$ cat config.mk
export PLATFORM = sky130hd
export DESIGN_NAME = int_ctl
export DESIGN_NICKNAME = d
export VERILOG_FILES = /design/src/rtl/int_ctl_pkg.sv /design/src/rtl/int_ctl_ion_delay.sv /design/src/rtl/int_ctl.sv
export SDC_FILE = /design/constraint.sdc
export NUM_CORES = 1
export LEC_CHECK = 0
export BUFFER_PORTS_ARGS = -buffer_cell sky130_fd_sc_hd__buf_2
export CAP_MARGIN = 20
export CORE_ASPECT_RATIO = 0.7
export CORE_UTILIZATION = 27
export CTS_BUF_LIST = sky130_fd_sc_hd__clkbuf_16
export DETAILED_ROUTE_END_ITERATION = 8
export GPL_ROUTABILITY_DRIVEN = 0
export GPL_TIMING_DRIVEN = 0
export PLACE_DENSITY_LB_ADDON = 0.1
export SLEW_MARGIN = 20
export SYNTH_ARGS = -nofsm -noshare
export SYNTH_HDL_FRONTEND = slang
export SYNTH_HIERARCHICAL = 1
export SYNTH_SLANG_ARGS = --single-unit
export TNS_END_PERCENT = 30
$ cat constraint.sdc
create_clock -name clk -period 1.05 [get_ports clk]
set_input_delay 0.105 -clock clk [delete_from_list [all_inputs] [get_ports clk]]
set_output_delay 0.105 -clock clk [all_outputs]
set_load 0.01 [all_outputs]
$ cat src/rtl/int_ctl_pkg.sv
// Shared constants for the CPU interrupt controller: major/minor state
// encodings and the IOT function codes for device 00.
package int_ctl_pkg;

  localparam logic [4:0] F0 = 5'd0;
  localparam logic [4:0] F1 = 5'd1;
  localparam logic [4:0] F2 = 5'd2;
  localparam logic [4:0] F3 = 5'd3;
  localparam logic [4:0] D0 = 5'd4;
  localparam logic [4:0] E0 = 5'd8;

  localparam logic [2:0] IOT_OP = 3'o6;

  typedef enum logic [2:0] {
    SKON = 3'o0,
    ION  = 3'o1,
    IOF  = 3'o2,
    SRQ  = 3'o3,
    GTF  = 3'o4,
    RTF  = 3'o5,
    SGT  = 3'o6,
    CAF  = 3'o7
  } iot_fn_e;

  function automatic logic iot_match(input logic [0:11] instr, input logic [5:0] dev);
    return (instr[0:2] == IOT_OP) && (instr[3:8] == dev);
  endfunction

endpackage

$ cat src/rtl/int_ctl_ion_delay.sv
// Two-stage interrupt-enable pipeline advanced only on F0 cycles, so the
// instruction after ION/RTF always completes before interrupts are taken.
module int_ctl_ion_delay
  import int_ctl_pkg::*;
(
  input  logic clk,
  input  logic reset,
  input  logic f0,
  input  logic set,
  input  logic clear,
  output logic int_ena
);

  logic ion_pend;
  logic ion_arm;

  // A new ION restarts the delay from scratch, so any arm in flight is dropped.
  always_ff @(posedge clk or posedge reset) begin
    if (reset) begin
      ion_pend <= 1'b0;
      ion_arm  <= 1'b0;
      int_ena  <= 1'b0;
    end else if (clear) begin
      ion_pend <= 1'b0;
      ion_arm  <= 1'b0;
      int_ena  <= 1'b0;
    end else if (set) begin
      ion_pend <= 1'b1;
      ion_arm  <= 1'b0;
    end else if (f0) begin
      ion_pend <= 1'b0;
      ion_arm  <= ion_pend;
      if (ion_arm) int_ena <= 1'b1;
    end
  end

endmodule

$ cat src/rtl/int_ctl.sv
// CPU-internal interrupt controller: decodes device-00 IOTs, holds the GT
// flag and interrupt enable, assembles the GTF word and issues F3 strobes.
module int_ctl
  import int_ctl_pkg::*;
#(
  parameter logic [5:0] DEV_CODE = 6'o00
) (
  input  logic        clk,
  input  logic        reset,
  input  logic [4:0]  state,
  input  logic [0:11] instruction,
  input  logic [0:11] ac,
  input  logic        link,
  input  logic        dev_irq,
  input  logic        UI,
  input  logic        int_inh,
  input  logic        int_in_prog,
  input  logic [0:6]  sf,
  output logic        int_ena,
  output logic        int_req,
  output logic        skip,
  output logic        ac_ld,
  output logic [0:11] gtf_bus,
  output logic        link_ld,
  output logic        link_val,
  output logic        gt,
  output logic        caf
);

  iot_fn_e fn;
  logic    commit;
  logic    ion_set;
  logic    ion_clr;
  logic    unused_ac;

  assign unused_ac = ^ac[2:11];

  assign fn      = iot_fn_e'(instruction[9:11]);
  assign commit  = (state == F2) && iot_match(instruction, DEV_CODE);
  assign int_req = dev_irq | UI;
  assign gtf_bus = {link, gt, int_req, int_inh, int_ena, sf};

  assign ion_set = commit && ((fn == ION) || (fn == RTF));
  assign ion_clr = int_in_prog ||
                   (commit && ((fn == SKON) || (fn == IOF) || (fn == CAF)));

  int_ctl_ion_delay u_ion_delay (
    .clk     (clk),
    .reset   (reset),
    .f0      (state == F0),
    .set     (ion_set),
    .clear   (ion_clr),
    .int_ena (int_ena)
  );

  // Strobes default low every cycle, so each lasts exactly the F3 after F2.
  always_ff @(posedge clk or posedge reset) begin
    if (reset) begin
      skip     <= 1'b0;
      ac_ld    <= 1'b0;
      link_ld  <= 1'b0;
      link_val <= 1'b0;
      gt       <= 1'b0;
      caf      <= 1'b0;
    end else begin
      skip    <= 1'b0;
      ac_ld   <= 1'b0;
      link_ld <= 1'b0;
      caf     <= 1'b0;
      if (commit) begin
        case (fn)
          SKON: skip <= int_ena;
          ION:  ;
          IOF:  ;
          SRQ:  skip <= int_req;
          GTF:  ac_ld <= 1'b1;
          RTF: begin
            link_val <= ac[0];
            link_ld  <= 1'b1;
            gt       <= ac[1];
          end
          SGT:  skip <= gt;
          CAF: begin
            gt  <= 1'b0;
            caf <= 1'b1;
          end
        endcase
      end
    end
  end

endmodule

* Word-level counts from Yosys, hierarchy flattened *
Index checks and enable logic that the tools add are counted.

word-level totals
  flip-flop bits (word level) = 9
  latch bits = 0
  memory bits (writable) = 0
  memory bits (read-only) = 0
  input bits = 43
  memories kept = 0

operators by class
  add/subtract/negate cells = 0
  multipliers = 0
  divide/modulo/power cells = 0
  magnitude comparators = 0
  equal/unequal tests = 10
  shift operators = 0
  multiplexer cells = 19
  bitwise gates (word level) = 1
  reduce and logical (&&, ||, !) cells = 18

operators by type and width
  operator              number
  $mux W1               17
  $eq A3 B3 Y1 const B  5
  $eq A3 B2 Y1 const B  2
  $logic_not A6 Y1      1
  $reduce_bool A2 Y1    3
  $eq A5 B2 Y1 const B  1
  $logic_not A5 Y1      1
  $logic_and A1 B1 Y1   4
  $logic_or A1 B1 Y1    4
  $reduce_and A2 Y1     2
  $eq A3 B1 Y1 const B  1
  $logic_not A3 Y1      1
  $pmux W1 S3           1
  $reduce_and A3 Y1     1
  $reduce_bool A3 Y1    1
  $ne A2 B1 Y1 const B  1
  $pmux W1 S2           1
  $or A1 B1 Y1          1

* Logic depth before layout (Yosys ltp) *
  word-level depth = 7
  gate-level depth with buffers = 6
  depth with buffers taken out = 6

* By module *
Netlist, hierarchy kept.

by module, submodules not included
  module             instances  cells an instance  area each (sq um)  seq. area each (sq um)
  int_ctl            1          47                 437.9              150.1
  int_ctl_ion_delay  1          12                 130.1              75.1

* Worst setup path after synthesis *
Ideal clock, no wire load.

  path kind = input-to-reg
  start point = input state[0]
  end point = register u_ion_delay.int_ena
  arrival = 1.504 ns
  slack = -0.575 ns
  cell stages on the path = 6
  path buffers = 0
  cells stage by stage = or4_4 -> nor4_1 -> nand2_1 -> nor2_1 -> nand3b_1 -> a21oi_1

on the way
  elaborated cells on any way between the ends = 11
  classes of those cells = 2 x eq/ne; 1 x mux; 8 x reduce/logical

RTL lines
  element                      RTL line                 source
  from (decl)                  int_ctl.sv:10            input logic [4:0] state,
  $eq A5 B2 Y1                 int_ctl.sv:39            assign commit = (state == F2) && iot_match(instruction, DEV_CODE);
  $logic_and A1 B1 Y1          int_ctl.sv:39
  $logic_and A1 B1 Y1          int_ctl.sv:43            assign ion_set = commit && ((fn == ION) || (fn == RTF));
  named net ion_set            int_ctl.sv:32            logic ion_set;
  $ne A2 B1 Y1 (no line)       -
  $reduce_and A3 Y1 (no line)  -
  to (signal assigned)         int_ctl_ion_delay.sv:22  int_ena <= 1'b0;
  to (signal assigned)         int_ctl_ion_delay.sv:26  int_ena <= 1'b0;
  to (signal assigned)         int_ctl_ion_delay.sv:33  if (ion_arm) int_ena <= 1'b1;
  to (decl)                    int_ctl_ion_delay.sv:11  output logic int_ena

The timed path passes the listed nets, and every way through them passes these cells.
A chain may end at the register's enable or synchronous reset.

* Worst setup path after layout *
  start point = input instruction[8] in the netlist's numbering
  end point = register link_val

on the way
  word-level cells in the longest chain between the ends = 4

ends and longest elaborated chain
  element                      RTL line           source
  from (decl)                  int_ctl.sv:11      input logic [0:11] instruction,
  $logic_not A6 Y1             int_ctl_pkg.sv:26  return (instr[0:2] == IOT_OP) && (instr[3:8] == dev);
  $logic_and A1 B1 Y1          int_ctl_pkg.sv:26
  $logic_and A1 B1 Y1          int_ctl.sv:39
  $reduce_and A2 Y1 (no line)  -
  to (signal assigned)         int_ctl.sv:78      link_val <= ac[0];
  to (decl)                    int_ctl.sv:25      output logic link_val,

No other way between the ends.

==> run_results.csv <==
group,metric,value,unit
synth,yosysTopAreaCellShare,0.396,
die,core_area,1920,sq um
timing,finalHoldViolCount,0,
global_routing,track_usage,0.133,
clock_tree,cts_buffer_depth,2,
finish,n_fill_cell,189,
timing,final-setup-viol-count,9,
synth,ys_warn_count,6,
placed_design,post_dp_cell_area,831,sq um
setup_path,max_stage_delay,0.56,ns
timing,slew_headroom,0.772,
power_and_ir_drop,peakVddDrop,0.000556,V
clock_tree,clock_latency,0.23,ns
finish,final_nets,155,
timing,worst_slack,-0.358,ns
finish,fin_area,977,sq um
synth,synth.most_common_cell,"buf_4",
setup_path,path_max_fanout,2,
drt,ant_nets,0,
power_and_ir_drop,p_leak,0.000544,uW
clock_tree,clock-sinks,9,
synth,yosysSeqAreaShare,0.396,
setup_path,cp-end-kind,"flop",
synth,synth_commonest_cells,"12 x buf_4, 9 x dfrtp_1, 5 x inv_1, 3 x nor2_1",
setup_path,critPathRequiredTime,1.16,ns
setup_path,critical_path_class,"primary input to flop",
synth,synth_area,568,sq um
finish,synthToLayoutAreaGrowth,72.0,%
drt,drt-initial-drc-count,10,
drt,wl,1350,microns
setup_path,critPathSlowestCell,"or4_4",
finish,layout-drive-gt1-share,0.640,
finish,antennaDiodeCount,0,
hold_path,hold_class,"primary input to flop",
clock_tree,path_clk_slew,0.04,ns
synth,synth_top_cell_by_area,"dfrtp_1",
timing,rsz0062_at_grt,"true",
setup_path,arrival,1.52,ns
timing,fin_skew,0.00105,ns
placed_design,dpl.hpwl,1090,microns
setup_path,path_cells,"buf_6, or4_4, nor4_4, and2b_1, mux2_4",
die,die_h,40.4,microns
global_routing,grt_first_pass_wirelength,2170,microns
global_routing,grt_max_degree,10,
synth,synth_edf_count,0,
timing,tightest_slew,0.342,ns
die,io_pins,63,
timing,hold_slack,0.110,ns
global_routing,grt_pass1_vias,521,
job,drv_cap,0,
die,floorplan.initialDensity,0.296,
die,rows,13,
power_and_ir_drop,fin_total_pwr,1150,uW
global_routing,grt_antenna_before_repair,0,
drt,routedWlPerCell,10.1,microns
synth,synth_cell_types,28,
synth,async_flop_share,1.00,
setup_path,cp-start-kind,"primary input",
setup_path,r2r_cells,4,
placed_design,io_buffers,42,
clock_tree,clock-root-buffer,"clkbuf_16",
synth,synthCells,59,
synth,syn-num-nets,102,
timing,post-route-min-period,1.41,ns
synth,ys_ff_latch,9,
power_and_ir_drop,power_density,1180,nW/um^2
die,fp.dieW,56.8,microns
global_routing,overflow,0,
drt,first_pass_iters,6,
clock_tree,numCtsBuffers,3,
drt,vias,587,
timing,slew_viol_final,0,
status,violations,"design-rule violations, negative setup slack",
synth,ys.flop_type,"dfrtp_1",
status,status,"finished with violations",
drt,viasPerCell,4.41,
clock_tree,cts_tree,"yes",
synth,syn_area_per_cell,9.63,sq um
timing,max_freq,710,MHz
die,die_area,2290,sq um
hold_path,hold_depth,2,
synth,synthTopCellsByArea,"dfrtp_1 40%, buf_4 16%, nor4_4 3.7%",
timing,finalCritPeriodShare,1.34,
clock_tree,cts_htree_levels,1,
drt,route.detailed.drc,4,
## per-stage QoR
step	std cells	setup TNS [ns]	setup slack [ns]	utilization
final	133	-2.09	-0.358	0.509
after detailed placement	123	-4.09	-0.676	0.433
after floorplan	59	-2.23	-0.461	-
after CTS	131	-1.90	-0.375	0.499
after global placement	123	-3.92	-0.658	0.433
after global routing	133	-2.47	-0.392	0.509
## sequential cells by signal, indices dropped and copies added, names as in the netlist
register,count
ac_ld,1
gt,1
u_ion_delay/ion_pend,1
skip,1
link_ld,1
link_val,1
u_ion_delay/int_ena,1
u_ion_delay/ion_arm,1
caf,1
## what timing repair did
item | CTS | global route
endpoints found under the setup margin | 9 | 9
buffers inserted | 3 | 2
cloned | 0 | 0
hold buffers | 1 | 0
hold endpoints to repair | 9 | 0
resized for setup | 4 | 1
pin swaps | 8 | 3
## final timing paths
check                                          from                    to  slack (ns)
min in group asynchronous                     reset  u_ion_delay/ion_pend        0.30
worst min-delay path                          ac[0]              link_val        0.11
worst max-delay path                 instruction[8]              link_val       -0.36
worst max register to register  u_ion_delay/int_ena                  skip       -0.02
worst min register to register             link_val              link_val        0.51
max in group asynchronous                     reset                   caf        0.52
## worst max-delay path: cells and delay by family
kind | cells | cell delay [ns]
simple gates | 3 | 1.02
buf+inv | 1 | 0.09
mux | 1 | 0.30
## cells by family after synthesis
| logic type | share of synthesized area |
|---|---|
| compound gates | 0.0705 |
| flops | 0.396 |
| mux | 0.0374 |
| buf+inv | 0.198 |
| simple gates | 0.297 |
## cell type report
| class | instances | area, sq um | share of cell area |
|---|---|---|---|
| well taps | 22 | 27.5 | 0.0282 |
| clock buffers | 3 | 75.1 | 0.0768 |
| inverters | 5 | 18.8 | 0.0192 |
| repair buffers | 48 | 274 | 0.280 |
| plain buffers | 13 | 93.8 | 0.0960 |
| flip-flops and latches | 9 | 225 | 0.230 |
| clock inverters | 1 | 3.75 | 0.00384 |
| multi-input cells | 32 | 259 | 0.265 |
## routing by layer
metal  wire length, microns  GRT usage  vias to the layer above
met5                      0          0                        -
met2                    555      0.223                       42
met3                    169     0.0419                        2
met4                     12     0.0732                        0
met1                    606      0.157                      248
li1                       -          -                      295
## power breakdown
| part | internal [uW] | total [uW] | switching (uW) |
|---|---|---|---|
| combinational | 89.1 | 155 | 66.0 |
| clock | 496 | 647 | 150 |
| sequential | 349 | 349 | 0.0608 |
| total | 934 | 1150 | 217 |
## cell usage in the layout (no fill, tap or decap), drive strengths merged
cell type	n
buf	59
dfrtp	9
inv	6
clkbuf	4
nor2	3
or4	2
nand2b	2
nor4	2
nand3	2
and2	2
nand3b	2
o21ai	2
a21oi	2
or2	1
nand4bb	1
a21o	1
nand4b	1
and2b	1
nand2	1
and3	1
nor3b	1
a31oi	1
o22ai	1
mux2	1
dlygate4sd3	1
mux2i	1
nor3	1
No activity file was read; power rests on OpenSTA's default activity.
